**src/rtl/nonce_buffer.sv**
```systemverilog
// Result-stream receiver for the miner: numbers every result with a running nonce
// and queues the nonces of successful hashes in a FIFO drained by a valid/ready port.
module nonce_buffer #(
    parameter int LOGDEPTH  = 3,
    parameter int NONCEBITS = 32
) (
    input  logic                 clk,
    input  logic                 rst,
    input  logic                 resultValid,
    input  logic                 success,
    input  logic                 newBlock,
    output logic                 outValid,
    input  logic                 outReady,
    output logic [NONCEBITS-1:0] outNonce,
    output logic                 overflow,
    output logic [LOGDEPTH:0]    count
);

    localparam int DEPTH = 1 << LOGDEPTH;
    localparam logic [LOGDEPTH:0] FULL_COUNT = (LOGDEPTH + 1)'(DEPTH);

    logic [NONCEBITS-1:0] mem [DEPTH];
    logic [LOGDEPTH-1:0]  wr_ptr;
    logic [LOGDEPTH-1:0]  rd_ptr;
    logic [LOGDEPTH-1:0]  wr_idx;
    logic [NONCEBITS-1:0] nc;
    logic [NONCEBITS-1:0] carried;
    logic                 flush;
    logic                 push;
    logic                 do_push;
    logic                 do_pop;
    logic                 full;

    // A flush voids any same-cycle pop and leaves room, so a flushing push always lands in slot 0.
    always_comb begin
        carried = newBlock ? '0 : nc;
        flush   = resultValid & newBlock;
        push    = resultValid & success;
        full    = (count == FULL_COUNT);
        do_pop  = outValid & outReady & ~flush;
        do_push = push & (flush | ~full | do_pop);
        wr_idx  = flush ? '0 : wr_ptr;
    end

    assign outValid = (count != '0);
    assign outNonce = outValid ? mem[rd_ptr] : '0;

    always_ff @(posedge clk) begin
        if (do_push) begin
            mem[wr_idx] <= carried;
        end
    end

    always_ff @(posedge clk or negedge rst) begin
        if (!rst) begin
            wr_ptr   <= '0;
            rd_ptr   <= '0;
            count    <= '0;
            nc       <= '0;
            overflow <= 1'b0;
        end else begin
            if (resultValid) begin
                nc <= carried + 1'b1;
            end
            if (flush) begin
                rd_ptr   <= '0;
                wr_ptr   <= do_push ? LOGDEPTH'(1) : '0;
                count    <= do_push ? (LOGDEPTH + 1)'(1) : '0;
                overflow <= 1'b0;
            end else begin
                if (do_push) begin
                    wr_ptr <= wr_ptr + 1'b1;
                end
                if (do_pop) begin
                    rd_ptr <= rd_ptr + 1'b1;
                end
                case ({do_push, do_pop})
                    2'b10:   count <= count + 1'b1;
                    2'b01:   count <= count - 1'b1;
                    default: count <= count;
                endcase
                if (push && !do_push) begin
                    overflow <= 1'b1;
                end
            end
        end
    end

endmodule
```
**config.mk**
```make
export PLATFORM = sky130hd
export DESIGN_NAME = nonce_buffer
export DESIGN_NICKNAME = d
export VERILOG_FILES = /design/src/rtl/nonce_buffer.sv
export SDC_FILE = /design/constraint.sdc
export NUM_CORES = 1
export LEC_CHECK = 0
export ABC_AREA = 0
export BUFFER_PORTS_ARGS = -buffer_cell sky130_fd_sc_hd__buf_2
export CAP_MARGIN = 5
export CORE_ASPECT_RATIO = 0.7
export CORE_MARGIN = 2
export CORE_UTILIZATION = 62
export DETAILED_ROUTE_END_ITERATION = 12
export GPL_TIMING_DRIVEN = 0
export PLACE_DENSITY = 0.8
export SLEW_MARGIN = 0
export SYNTH_ARGS = -nofsm -noshare
export SYNTH_HDL_FRONTEND = slang
export SYNTH_SLANG_ARGS = --single-unit
```
**constraint.sdc**
```tcl
create_clock -name clk -period 4.3 [get_ports clk]
set_input_delay 0.43 -clock clk [delete_from_list [all_inputs] [get_ports clk]]
set_output_delay 0.43 -clock clk [all_outputs]
set_load 0.02 [all_outputs]
```
==> results of run 1 <==
==> registers in the layout, summed over array words and instances, names as in the netlist <==
| register | cells |
|---|---|
| overflow | 1 |
| rd_ptr | 3 |
| mem | 256 |
| nc | 32 |
| wr_ptr | 3 |
| count | 4 |
==> layout make-up <==
class	count	area, um2
clock buffers	33	749.5
repair buffers	53	422.9
clock inverters	15	103.9
flip-flops and latches	299	8763
plain buffers	36	152.6
multi-input cells	366	3442
well taps	270	337.8
fillers	1185	5650
inverters	4	15.01
==> kinds of logic after synthesis <==
kind of cell             after synthesis  synth area share, %
AO/OA/AOI/OAI                         25                1.320
multiplexers                         105                15.05
buffers and inverters                 40                1.361
flip-flops                           299                71.12
AND/OR/NAND/NOR                      201                8.418
XOR/XNOR                              29                2.061
adder cells (fa/ha/maj)                6               0.6702
==> path summary, 6_finish.rpt <==
kind / to / cells after the start
setup / recovery: outNonce[25] / 6
max in group asynchronous: nc[19] / 1
hold reg to reg: overflow / 2
hold / removal: count[2] / 1
min in group clk: count[3] / 5
setup reg to reg: count[3] / 9
==> power by group <==
group / total (mW) / switching, mW / internal, mW
clock network: 2.30 / 1.00 / 1.30
logic: 2.40 / 1.38 / 1.02
registers: 3.36 / 0.0904 / 3.27
total: 8.06 / 2.47 / 5.59
==> cell usage after synthesis, types with 2 or more instances <==
| cell type | number |
|---|---|
| nand4_1 | 9 |
| buf_1 | 6 |
| a31oi_1 | 4 |
| clkbuf_1 | 21 |
| xor2_1 | 14 |
| and4b_1 | 3 |
| nor3_1 | 12 |
| dfrtp_1 | 43 |
| inv_1 | 3 |
| nor4_1 | 3 |
| or4_4 | 2 |
| nand2_1 | 48 |
| nor2b_1 | 32 |
| buf_2 | 8 |
| mux4_2 | 64 |
| xnor2_1 | 15 |
| o21a_1 | 2 |
| and2_1 | 2 |
| mux2i_1 | 39 |
| edfxtp_1 | 256 |
| nor2_1 | 54 |
| a21oi_1 | 7 |
| ha_1 | 5 |
| nand4b_1 | 4 |
| nand3_1 | 16 |
| o21ai_0 | 2 |
| a21o_1 | 2 |
| nand3b_1 | 4 |
| nand2b_1 | 3 |
| and3_1 | 4 |
| mux2_2 | 2 |
==> layer usage <==
layer,vias to the layer above,routed length (um)
met2,309,12440
met1,3500,11240
met4,0,404
met3,33,1853
met5,-,0
li1,2913,-
==> worst max-delay path, delay by kind of cell (launching register included) <==
family | cells | cell delay [ns]
muxes | 2 | 0.58
and+or+nand+nor | 1 | 0.05
buffers and inverters | 3 | 1.48
DFF | 1 | 0.38
==> stage by stage <==
step	setup WS, ns	setup TNS, ns	total power [mW]	utilization, %	hold WS [ns]
3_5_place_dp	0.7201	0	5.822	66.88	0.4830
3_3_place_gp	-2.235	-152.03	5.706	65.56	0.4857
5_1_grt	0.7542	0	8.385	71.23	0.1307
6_report	0.8358	0	8.057	71.23	0.06646
2_1_floorplan	0.4646	0	5.106	-	0.1344
4_1_cts	0.8366	0	8.100	71.23	0.07664
==> summary.txt, run 1 <==
Routing
  • WL final: 25,930 um
  • Drt wl/cell: 24.10 um
  • Post-route DRC: 0
  • DR pass1 iterations: 5
  • Post-DRT Antenna Nets: 0
  • Via density per instance: 6.278
  • Initial DRC Count: 828
  • Vias after detailed routing: 6,755

Synth
  • Top cell type by total area after synthesis: edfxtp_1
  • Synthesized instance count: 705
  • Seq/Total Area, Yosys: 71.12%
  • Synth area leaders: edfxtp_1 62%, mux4_2 12%, dfrtp_1 8.7%
  • Post-synth top area share: 62.39%
  • Flip-flop and latch count after synthesis: 299
  • Net Count, Synth: 717
  • EDFF count, synth: 256
  • Syn Std Cell Area: 0.01232 mm2
  • Synth Area per Inst: 17.48 um2
  • Post-synth ARST share: 14.38%
  • Unique masters post-synth: 47
  • Warnings, synthesis: 0
  • Main synth FF type: edfxtp_1

Power and ir drop
  • Power Density: 576.0 mW/mm2
  • VDD IR max: 0.3227 mV
  • Leakage: 4.736 nW

Place
  • Detailed placement HPWL: 16,450 um
  • RePlAce Congestion: 0.8893
  • Port Buffer Count: 43
  • Placed cells: 1,028
  • Placed inst area: 0.01313 mm2

Worst setup path
  • R2R setup slack: 1.11 ns
  • FF-to-FF Start: count[0]
  • Max stage delay on crit path: 0.69 ns
  • Slowest CP cell: clkbuf_1
  • Req. time, crit path: 3.87 ns
  • Cells along the critical path: clkbuf_1, clkbuf_1, mux4_2, mux2i_1, nor2_1, buf_2
  • Crit Path Class: reg2out
  • Setup crit end kind: primary output
  • Nature of the critical path startpoint: flip-flop
  • CP dominant cell by count: clkbuf_1
  • CP max FO: 10
  • Crit. Startpoint: rd_ptr[1]
  • CP Data Arrival Time: 3.03 ns

GRT
  • Met2 Track Usage GR: 40.20%
  • First-pass GRT wire length: 39,430 um
  • Initial antenna violation count: 0
  • Busiest grt layer: met2
  • GR Util met3: 3.899%
  • Residual overflow from global routing: 0
  • Met1 GRT Util: 39.46%
  • Vias in the first global route: 6,727
  • Maximum number of pins on one net before global-route repair: 44
  • Gr usage total: 25.70%

Clock network
  • Cts repair resizes: 0
  • Cts hold-fix bufs: 0
  • Clock root buffer: clkbuf_16
  • Worst-skew pair later-pin latency: 0.53 ns
  • Post-CTS setup buffers: 0
  • TritonCTS clock tree: done
  • Worst-path clk slew: 0.07 ns
  • CTS Sinks: 299
  • H-tree depth: 1
  • Number of buffers created by CTS: 27
  • Max Root-Sink Buffers: 3

STA
  • Final-report hold violation count: 0
  • Max-slew violations: 0
  • Final period util: 80.56%
  • Slew Limit Headroom: 20.21%
  • Min Tclk post-route: 3.464 ns
  • Maximum clock frequency: 288.7 MHz
  • Post-Route Skew: 0.01804 ns
  • Pin slew with the least headroom to its limit: 1.186 ns
  • RSZ-0062 raised after global routing: no
  • Setup Viol. Count Final: 0

Hold path
  • HP Class: in2async

Die
  • Row cnt: 43
  • Core area: 0.01964 mm2
  • Initial Util: 62.75%
  • # IOs: 44
  • Die width: 172.5 um
  • Die Ht: 122.0 um
  • Full die area: 0.02104 mm2

Finish
  • Antenna cells: 0
  • Commonest non-fill, non-tap cell in the layout: edfxtp_1
  • Non-Filler Instances: 1,076
  • Area growth syn-to-layout: 13.52%
  • Fin nets: 799
  • Most frequent cells in the layout: 256 x edfxtp_1, 64 x mux4_2, 51 x buf_2
  • Layout cells sized above 1: 22.95%
  • Final Cell Area: 0.01399 mm2

Run status
  • Outcome: finished clean

Flow run
  • Max cap viols: 0
Power figures use the tool's default switching activity.
==> run 2: changes to the inputs <==
clock period = 3.35 ns   (was 4.3 ns; I/O delays follow)
==> run 2 against run 1 <==
Against the previous run:
- hold slack better by 0.24 ns
- power is 28% higher
- cell count is 0.28% higher
- register-to-register slack worse by 0.81 ns
- highest routed layer unchanged
- clock power is 27% higher
- clock skew is 0.0031 ns lower
- non-clock buffer count stayed put
- first-iteration DRC count is 5.0% higher
==> summary.txt, run 2 (synthesis results as in run 1) <==
STA
  • Slew Limit Headroom: 23.81%
  • Final period util: 92.16%
  • Post-Route Skew: 0.01492 ns
  • Setup Viol. Count Final: 0
  • RSZ-0062 raised after global routing: no
  • Maximum clock frequency: 323.9 MHz
  • Minimum hold slack: 0.3069 ns
  • Total negative slack: 0 ns
  • Max-slew violations: 0
  • Final-report hold violation count: 0
  • Pin slew with the least headroom to its limit: 1.132 ns
  • Min Tclk post-route: 3.087 ns

Worst setup path
  • Req. time, crit path: 3.74 ns
  • Worst Path Buf+Inv: 4
  • CP delay by family, top: simple AND/OR/NAND/NOR gates
  • CP max FO: 10
  • Cells along the critical path: buf_2, clkbuf_1, buf_2, buf_1, nor2b_2, ha_1, nand4_1, nor3_1, a21boi_0, nand3b_1
  • Max stage delay on crit path: 0.57 ns
  • Setup crit end kind: flip-flop
  • CP dominant cell by count: buf_2
  • Slowest CP cell: nor3_1
  • Nature of the critical path startpoint: input pin
  • Crit Path Class: in2reg
  • CP Data Arrival Time: 3.48 ns

Finish
  • Fin nets: 800
  • Commonest non-fill, non-tap cell in the layout: edfxtp_1
  • Non-Filler Instances: 1,079
  • Largest regs: mem x256, nc x32, count x4
  • Most frequent cells in the layout: 256 x edfxtp_1, 64 x mux4_2, 51 x buf_2
  • Most flops, register: mem
  • Antenna cells: 0
  • Layout cells sized above 1: 22.50%
  • Max reg flops: 256
  • Final Cell Area: 0.01400 mm2
  • Fillers: 1,138
  • Area growth syn-to-layout: 13.65%

Die
  • Die width: 172.5 um
  • Die Ht: 122.0 um
  • Core area: 0.01964 mm2
  • Row cnt: 43
  • Initial Util: 62.75%
  • Full die area: 0.02104 mm2
  • # IOs: 44

Power and ir drop
  • Switch share: 30.47%
  • Switching power total: 3.137 mW
  • Seq pwr share: 41.9%
  • VDD IR max: 0.5082 mV
  • Tot Pwr: 10.29 mW
  • Comb pwr share: 29.7%
  • Clock share of power: 28.4%
  • Power Density: 735.1 mW/mm2
  • Internal: 7.157 mW
  • Leakage: 4.740 nW

Place
  • Placed inst area: 0.01315 mm2
  • RePlAce Congestion: 0.8805
  • Detailed placement HPWL: 17,090 um
  • Placed cells: 1,027
  • Port Buffer Count: 43

GRT
  • Initial antenna violation count: 0
  • First-pass GRT wire length: 40,680 um
  • Vias in the first global route: 7,088
  • Gr usage total: 26.64%
  • Residual overflow from global routing: 0
  • Maximum number of pins on one net before global-route repair: 44

Routing
  • Vias after detailed routing: 6,872
  • Initial DRC Count: 869
  • Post-route DRC: 0
  • WL final: 26,690 um
  • Via density per instance: 6.369
  • DR pass1 iterations: 8
  • Drt wl/cell: 24.74 um
  • Post-DRT Antenna Nets: 0

Clock network
  • H-tree depth: 1
  • Max Root-Sink Buffers: 3
  • CTS Sinks: 299
  • TritonCTS clock tree: done
  • Number of buffers created by CTS: 28
  • Post-CTS setup buffers: 0
  • Worst-skew pair later-pin latency: 0.53 ns
  • Worst-path clk slew: 0.06 ns
  • Clock root buffer: clkbuf_16

Hold path
  • HP Class: in2reg

Flow run
  • Max cap viols: 0

Run status
  • Outcome: finished clean
==> run 2: layer usage <==
| metal | wire, um | GRT usage, % |
|---|---|---|
| met1 | 10690 | 38.03 |
| met5 | 0 | 0 |
| met4 | 737 | 8.036 |
| met3 | 2246 | 5.068 |
| met2 | 13020 | 42.83 |
==> run 2: metrics by stage <==
step,utilization (%),worst slack (ns)
3_5_place_dp,66.94,-0.1733
5_1_grt,71.31,0.1209
3_3_place_gp,65.59,-1.406
6_report,71.31,0.2628
2_1_floorplan,-,0.3662
4_1_cts,71.28,0.02720
==> run 2: final timing paths <==
path,startpoint,endpoint,slack (ns),depth (start not counted)
setup / recovery,newBlock,nc[12],0.26,10
min in group asynchronous,rst,count[1],0.51,2
setup reg to reg,count[0],count[3],0.30,9
hold reg to reg,overflow,overflow,0.54,2
max in group asynchronous,rst,nc[10],2.21,2
hold / removal,success,count[0],0.31,4
==> run 2: power groups by stage <==
stage	registers (mW)	clock network, mW	logic (mW)
after floorplan	4.39	0	2.17
after global placement	4.38	0	2.94
after detailed placement	4.39	0	3.07
after CTS	4.31	2.94	3.09
after global routing	4.33	3.10	3.31
final	4.32	2.92	3.06
==> run 2: what timing repair did <==
action	CTS	global route
gates resized for setup	1	8
setup endpoints to repair	1	22
endpoints found under the hold margin	43	0
hold buffers	1	0
==> run 2: cell type report <==
cell class	instances	area [um2]	share of cell area, %
sequential	299	8763	62.58
multi-input combinational	366	3451	24.64
clock buffer	45	805.8	5.754
timing repair buffer	53	437.9	3.127
tap	270	337.8	2.412
buffer	36	157.7	1.126
clock inverter	6	35.03	0.2502
inverter	4	15.01	0.1072
==> run 2: worst min-delay path, delay by kind of cell <==
kind	cells	cell delay, ns
AO/OA/AOI/OAI	3	0.34
buffers and inverters	1	0.12
